--- src/rtl/rv32i_icache.sv ---
// rv32i_icache: direct-mapped read-only instruction cache with combinational hits and word-by-word line refill.
// Define ICACHE_STATS_EN to add saturating hit/miss counters (stat_hits, stat_misses).
module rv32i_icache #(
   parameter int NUM_LINES      = 16,
   parameter int WORDS_PER_LINE = 4,
   parameter int ADDR_WIDTH     = 32
) (
   input  logic                  clk,
   input  logic                  rst,
   input  logic                  cpu_req_valid,
   input  logic [ADDR_WIDTH-1:0] cpu_addr,
   output logic                  cpu_ready,
   output logic [31:0]           cpu_rdata,
   input  logic                  flush,
   output logic                  mem_req_valid,
   input  logic                  mem_req_ready,
   output logic [ADDR_WIDTH-1:0] mem_req_addr,
   input  logic                  mem_resp_valid,
   input  logic [31:0]           mem_resp_data
`ifdef ICACHE_STATS_EN
   ,
   output logic [31:0]           stat_hits,
   output logic [31:0]           stat_misses
`endif
);
   localparam int WW = $clog2(WORDS_PER_LINE);
   localparam int IW = $clog2(NUM_LINES);
   localparam int OW = WW + 2;
   localparam int TW = ADDR_WIDTH - OW - IW;
   typedef enum logic [1:0] {IDLE, REQ, WAIT} state_t;
   state_t                  state;
   logic [NUM_LINES-1:0]    valid;
   logic [TW-1:0]           tags [NUM_LINES];
   logic [31:0]             data [NUM_LINES][WORDS_PER_LINE];
   logic [ADDR_WIDTH-OW-1:0] line;
   logic [WW-1:0]           cnt;
   logic                    flush_pending;
   logic [IW-1:0]           idx;
   logic [IW-1:0]           ridx;
   logic [WW-1:0]           word;
   logic [TW-1:0]           tag;
   logic                    hit;
   logic                    start;
   logic                    fill;
   logic                    done;
   logic                    unused_ok;
   assign idx       = cpu_addr[OW +: IW];
   assign word      = cpu_addr[2 +: WW];
   assign tag       = cpu_addr[ADDR_WIDTH-1 -: TW];
   assign ridx      = line[IW-1:0];
   assign unused_ok = ^cpu_addr[1:0];
   // flush in IDLE suppresses both the hit and any refill start
   assign hit       = state == IDLE && cpu_req_valid && !flush && valid[idx] && tags[idx] == tag;
   assign start     = state == IDLE && cpu_req_valid && !flush && !hit;
   assign fill      = state == WAIT && mem_resp_valid;
   assign done      = fill && cnt == WW'(WORDS_PER_LINE - 1);
   assign cpu_ready = hit;
   assign cpu_rdata = hit ? data[idx][word] : 32'h0;
   always_ff @(posedge clk) begin
      if (fill) begin
         data[ridx][cnt] <= mem_resp_data;
         if (done) tags[ridx] <= line[ADDR_WIDTH-OW-1 -: TW];
      end
   end
   always_ff @(posedge clk) begin
      if (rst) begin
         state         <= IDLE;
         valid         <= '0;
         mem_req_valid <= 1'b0;
         mem_req_addr  <= '0;
         cnt           <= '0;
         flush_pending <= 1'b0;
         line          <= '0;
      end else begin
         case (state)
            IDLE: begin
               if (flush) valid <= '0;
               else if (start) begin
                  valid[idx]    <= 1'b0;
                  line          <= cpu_addr[ADDR_WIDTH-1:OW];
                  cnt           <= '0;
                  mem_req_valid <= 1'b1;
                  mem_req_addr  <= {cpu_addr[ADDR_WIDTH-1:OW], OW'(0)};
                  state         <= REQ;
               end
            end
            REQ: begin
               if (mem_req_ready) begin
                  mem_req_valid <= 1'b0;
                  state         <= WAIT;
               end
            end
            WAIT: begin
               if (done) begin
                  valid[ridx]   <= !flush_pending;
                  flush_pending <= 1'b0;
                  state         <= IDLE;
               end else if (fill) begin
                  cnt           <= cnt + 1'b1;
                  mem_req_valid <= 1'b1;
                  mem_req_addr  <= {line, cnt + 1'b1, 2'b00};
                  state         <= REQ;
               end
            end
            default: state <= IDLE;
         endcase
         // a flush during refill also blocks validation of the line being filled
         if (flush && state != IDLE) begin
            valid         <= '0;
            flush_pending <= !done;
         end
      end
   end
`ifdef ICACHE_STATS_EN
   always_ff @(posedge clk) begin
      if (rst) begin
         stat_hits   <= '0;
         stat_misses <= '0;
      end else begin
         if (hit && stat_hits != '1) stat_hits <= stat_hits + 1'b1;
         if (start && stat_misses != '1) stat_misses <= stat_misses + 1'b1;
      end
   end
`endif
endmodule

--- config.mk ---
export PLATFORM = sky130hd
export DESIGN_NAME = rv32i_icache
export DESIGN_NICKNAME = d
export VERILOG_FILES = /design/src/rtl/rv32i_icache.sv
export SDC_FILE = /design/constraint.sdc
export NUM_CORES = 2
export LEC_CHECK = 0
export ABC_AREA = 1
export CORE_UTILIZATION = 35
export CTS_CLUSTER_DIAMETER = 100
export CTS_CLUSTER_SIZE = 12
export DETAILED_ROUTE_END_ITERATION = 6
export GPL_ROUTABILITY_DRIVEN = 0
export GPL_TIMING_DRIVEN = 0
export PLACE_DENSITY = 0.48
export SYNTH_ARGS = -nofsm -noshare
export SYNTH_HDL_FRONTEND = slang
export SYNTH_SLANG_ARGS = --single-unit
--- constraint.sdc ---
create_clock -name clk -period 5.4 [get_ports clk]
set_input_delay 0.54 -clock clk [delete_from_list [all_inputs] [get_ports clk]]
set_output_delay 0.54 -clock clk [all_outputs]
set_load 0.01 [all_outputs]
-- After elaboration in Yosys (flattened, before gate mapping)
Memory sizes are Yosys's and may differ from the RTL's.
Cells that the tools add are included.
- register bits after elaboration: 82
- bits in writable memories: 2432
- bits of input ports: 70
- output and inout bits: 66
- word-level logic and storage cells: 109
- memories: 2
- add/subtract/negate cells: 1
- order comparisons: 7
- equal/unequal tests: 12
- mux-type cells: 47
- bitwise gates (word level): 5
- reduce and logical (&&, ||, !) cells: 28
- memory list (name ; words ; bits a word ; rd ports ; clocked after Yosys merged registers in ; wr ports ; line ; text):
    data ; 16 ; 128 ; 1 ; 0 ; 1 ; 34 ; logic [31:0] data [NUM_LINES][WORDS_PER_LINE];
    tags ; 16 ; 24 ; 1 ; 0 ; 1 ; 33 ; logic [TW-1:0] tags [NUM_LINES];
- operator list (cell ; number):
    2-to-1 mux 32 bit ; 8
    2-to-1 mux 128 bit ; 1
    binary-select mux 32 bit (select 2 bit) ; 1
    demux 32 bit (select 2 bit) ; 1
    case mux 32 bit (2 select lines) ; 1
    2-to-1 mux 16 bit ; 3
    case mux 16 bit (2 select lines) ; 1
    equality test 24 bit ; 1
    2-to-1 mux 2 bit ; 9
    AND 16 bit ; 1
    bitwise mux 16 bit ; 1
    inverter 16 bit ; 1
    2-to-1 mux 1 bit ; 15
    inequality test 2 bit, second input constant ; 6
    logical AND 1 bit ; 11
    less-than comparator 4 x 5 -> 1 bit, second input constant ; 2
    demux 1 bit (select 4 bit) ; 2
    greater-or-equal comparator 4 x 1 -> 1 bit, second input constant ; 2
    nonzero test 2 bit ; 4
    greater-or-equal comparator 3 bit, second input constant ; 2
    inequality test 3 bit, second input constant ; 2
    inverter 2 -> 3 bit ; 2
    case mux 2 bit (3 select lines) ; 1
    AND reduction 3 bit ; 2
    other kinds (16) ; 20

-- Longest topological paths before layout
- word-level depth: 10
- gate-level depth with buffers: 25
- depth with buffers taken out: 23

-- Worst setup path after synthesis
No wires, ideal clock.
- path kind: input port to output port
- from: in cpu_addr[5]
- to: out cpu_rdata[12]
- arrival: 2.733 ns
- setup slack: 2.127 ns
- stages on the path: 12
- buffers on the path: 5
- path through: buf_4 > buf_2 > nand2_1 > clkbuf_1 > clkbuf_1 > buf_1 > o22ai_1 > o21ai_0 > nand4_1 > o21ai_0 > o21ai_0 > nor3_1
- longest elaborated chain between the ends: 5
- elaborated cells between the ends (all ways): 11
- those cells by class: eq/ne: 1; mux: 6; reduce/logical: 2; memory: 2
- RTL lines (item ; line ; text):
    start: declaration ; 11 ; input logic [ADDR_WIDTH-1:0] cpu_addr,
    memory read (16 x 128 bit) / binary-select mux 1 bit (select 4 bit) (equally long branches) ; - ;
    binary-select mux 32 bit (select 2 bit) / 2-to-1 mux 1 bit (equally long branches) ; 58, 53 ;
    2-to-1 mux 32 bit (not written as such) / logical AND 1 bit (equally long branches) (2 in series) ; 58, 53 ;
    2-to-1 mux 32 bit (*) ; 58 ; assign cpu_rdata = hit ? data[idx][word] : 32'h0;
    end: declaration ; 13 ; output logic [31:0] cpu_rdata,
Mark *: on every way between the ends. The rest lies on a longest branch, timed or not. The select of a mux whose other input is x is not followed.

-- Final worst setup path
- from: in cpu_addr[4]
- to: out cpu_rdata[15]
The elaborated chain is that of the path after synthesis.

==> qor.yml <==
run_status:
  status: "finished with violations"
  violations: "max-capacitance violations, max-slew violations, negative setup slack"
yosys:
  syn_area_per_cell_um2: 14.7
  yosys.cell_types.count: 44
  yosys_warnings: 0
  syn-cell-area_mm2: 0.0938
  syn_inst: 6360
  ys_ff_latch: 2510
  yosysSeqAreaShare_pct: 79.5
detailed_routing:
  drt-initial-drc-count: 9978
  vias: 63907
  met3_length_um: 43200
  drt-met1-wl_um: 154000
  drc_errors: 0
  totalWireLength_um: 393000
  ant_nets: 0
  first_pass_iters: 6
  wl_per_cell_um: 37.5
  viasPerCell: 6.09
  top_layer: "met5"
  wl_met2_um: 173000
sta:
  holdWs_ps: 80.6
  hold_violations: 0
  timing.fmax_mhz: 184
  maxSlewHeadroom_pct: -6.97
  skew_ps: 63.6
  setup_ws_ps: -36.5
  slew_viol_final: 22
  rsz0062_at_grt: "no"
  finalSetupViolCount: 2
  fin_crit_ps: 5440
  post-route-period-util_pct: 101
  tightest_slew_ps: 1600
cells_and_area:
  drive_gt1_share_pct: 14.1
  design_area_mm2: 0.111
  area_growth_pct: 18.9
  nets: 6967
  final_util_pct: 41.9
die:
  core_mm2: 0.266
  dieHeight_um: 520
  io_pins: 136
  die_w_um: 520
  dieArea_mm2: 0.270
  row_count: 189
  start_util_pct: 35.3
grt:
  grt_pass1_wl_um: 523000
  grt_overflow: 0
  grt_pass1_vias: 59382
  grt_start_max_net_pins: 65
  track_usage_pct: 28.5
  antenna_found_initial: 22
cts:
  clk_path_buf_depth: 3
  insertion_delay_ps: 890
  clk_pin_slew_worst_paths_ps: 60
  clockRootBuffer: "clkbuf_16"
  cts.sinks: 2510
  cts_tree: "done"
  numCtsBuffers: 227
  htree_levels: 4
worst_setup_path:
  r2r_cells: 9
  crit_fanout: 10
  arrival_ps: 4900
  end_kind: "output pin"
  r2r_start: "state[1]$_SDFFE_PP0P_"
  path_class: "in2out"
  r2r_setup_slack_ps: 1050
  crit_family: "buffers and inverters"
  max_stage_delay_ps: 640
  crit_chain: "clkbuf_2 > nand2_1 > buf_2 > clkbuf_4 > clkbuf_1 > o22ai_1 > o21ai_0 > nand4_1 > a211oi_1 > a21oi_1 > nor3_4 > clkdlybuf4s50_1"
  slowest_stage: "clkdlybuf4s50_1"
  r2r_end: "data[2][64]$_DFFE_PP_"
  crit_buf_inv: 5
  worstPathRequired_ps: 4860
  startpoint_type: "input port"
hold_path:
  min_from: "mem_resp_data[10]"
  holdPathStages: 1
  hold_path_class: "in2reg"
  min_to: "data[2][106]$_DFFE_PP_"
placed_design:
  hpwl_um: 271000
  dpl_cell_area_mm2: 0.104
  buffer_ports.inserted: 128
  dp_slack_ps: -3120
pwr:
  power_density_mw_per_mm2: 351
  power.leakage_uw: 0.0353
  total_power_uw: 39100
  ir_worst_vdd_mv: 0.372
run:
  drv_cap: 3
## cells by family after synthesis
family          Yosys count  synth area share, %
simple gates           1476                 6.26
other cells               1              0.00400
buf+inv                 508                 2.14
compound gates         1861                 12.0
flops                  2510                 79.5
fa+ha+maj                 4               0.0534
## state kept, by name, indices dropped and copies added (netlist names)
| name | flops |
|---|---|
| data | 2048 |
| tags | 384 |
| mem_req_addr | 29 |
| line | 28 |
| valid | 16 |
| state | 2 |
| cnt | 1 |
| flush_pending | 1 |
| mem_req_valid | 1 |
## stage by stage
stage	cells	setup TNS, ps
5_1_grt	10482	0
3_5_place_dp	10190	-79950
6_report	10491	-71.5
2_1_floorplan	6361	0
3_3_place_gp	10022	-3187920
4_1_cts	10479	0
## cell usage after synthesis (all sizes together)
cell type / n / share of area [%]
a32oi: 13 / 0.12
o22ai: 952 / 6.4
o21ai: 574 / 3.1
conb: 1 / 0.0040
o2111ai: 2 / 0.019
a21oi: 124 / 0.66
a2111oi: 1 / 0.0093
a21boi: 4 / 0.032
o221ai: 43 / 0.40
nor4: 4 / 0.027
nor3b: 1 / 0.0080
nand3: 91 / 0.49
nand4: 48 / 0.32
ha: 4 / 0.053
a31oi: 4 / 0.027
edfxtp: 2432 / 78
o31a: 3 / 0.028
nor2: 229 / 0.93
o211ai: 11 / 0.088
nor3: 40 / 0.21
buf: 120 / 0.58
nand2: 1061 / 4.3
a41oi: 57 / 0.53
a211oi: 9 / 0.072
clkbuf: 297 / 1.2
nand3b: 1 / 0.0080
and3: 1 / 0.0067
dfxtp: 78 / 1.7
o22a: 42 / 0.39
clkinv: 4 / 0.016
inv: 87 / 0.35
a221oi: 11 / 0.10
o21bai: 11 / 0.088
## how the worst max path moves through the flow
stage | from | end | slack [ps] | depth (start not counted)
5_1_grt | cpu_addr[4] | cpu_rdata[1] | 70 | 12
4_1_cts | cpu_addr[4] | cpu_rdata[19] | 2 | 14
3_3_place_gp | cpu_addr[7] | cpu_rdata[7] | -3940 | 13
6_report | cpu_addr[4] | cpu_rdata[15] | -40 | 12
3_5_place_dp | cpu_addr[7] | cpu_rdata[7] | -3120 | 13
2_1_floorplan | cpu_addr[5] | cpu_rdata[12] | 2130 | 12
## layout by cell type, fill, tap and decap left out, types with 79 or more instances in the layout
cell             count
a21oi_1            124
buf_12             121
buf_2              101
clkbuf_1           118
clkbuf_16          231
clkbuf_2           151
clkdlybuf4s50_1     93
edfxtp_1          2432
inv_1               79
nand2_1           1054
nand3_1             82
nor2_1             144
nor2_4              82
o21ai_0            487
o22ai_1            948
## cell type report
cell class              instances  area [um2]
inverters                      91         354
repair buffers                303        4930
flip-flops and latches       2510       74600
clock inverters                11         270
fillers                     24146      154000
clock buffers                 271        5930
multi-input cells            3343       18600
diodes                         12        30.0
plain buffers                 417        2310
well taps                    3533        4420
## timing repair
item	in CTS	in global routing
pin swaps	19	6
setup buffers	2	0
hold endpoints to repair	37	0
setup endpoints to repair	36	33
hold buffers	5	0
resized for setup	613	48
## report_power, final
group	leakage [uW]	switching [uW]	internal [uW]
sequential	0.0225	113	21400
clock	0.00300	7130	7640
combinational	0.00979	2090	693
total	0.0353	9330	29800
## metal layers
layer  vias to the layer above  track usage (%)
met5                         -                0
met4                         6             14.4
met3                       867             6.09
met2                      4366             43.4
met1                     32909             38.7
li1                      25759                -
(Power assumes the default switching activity.)
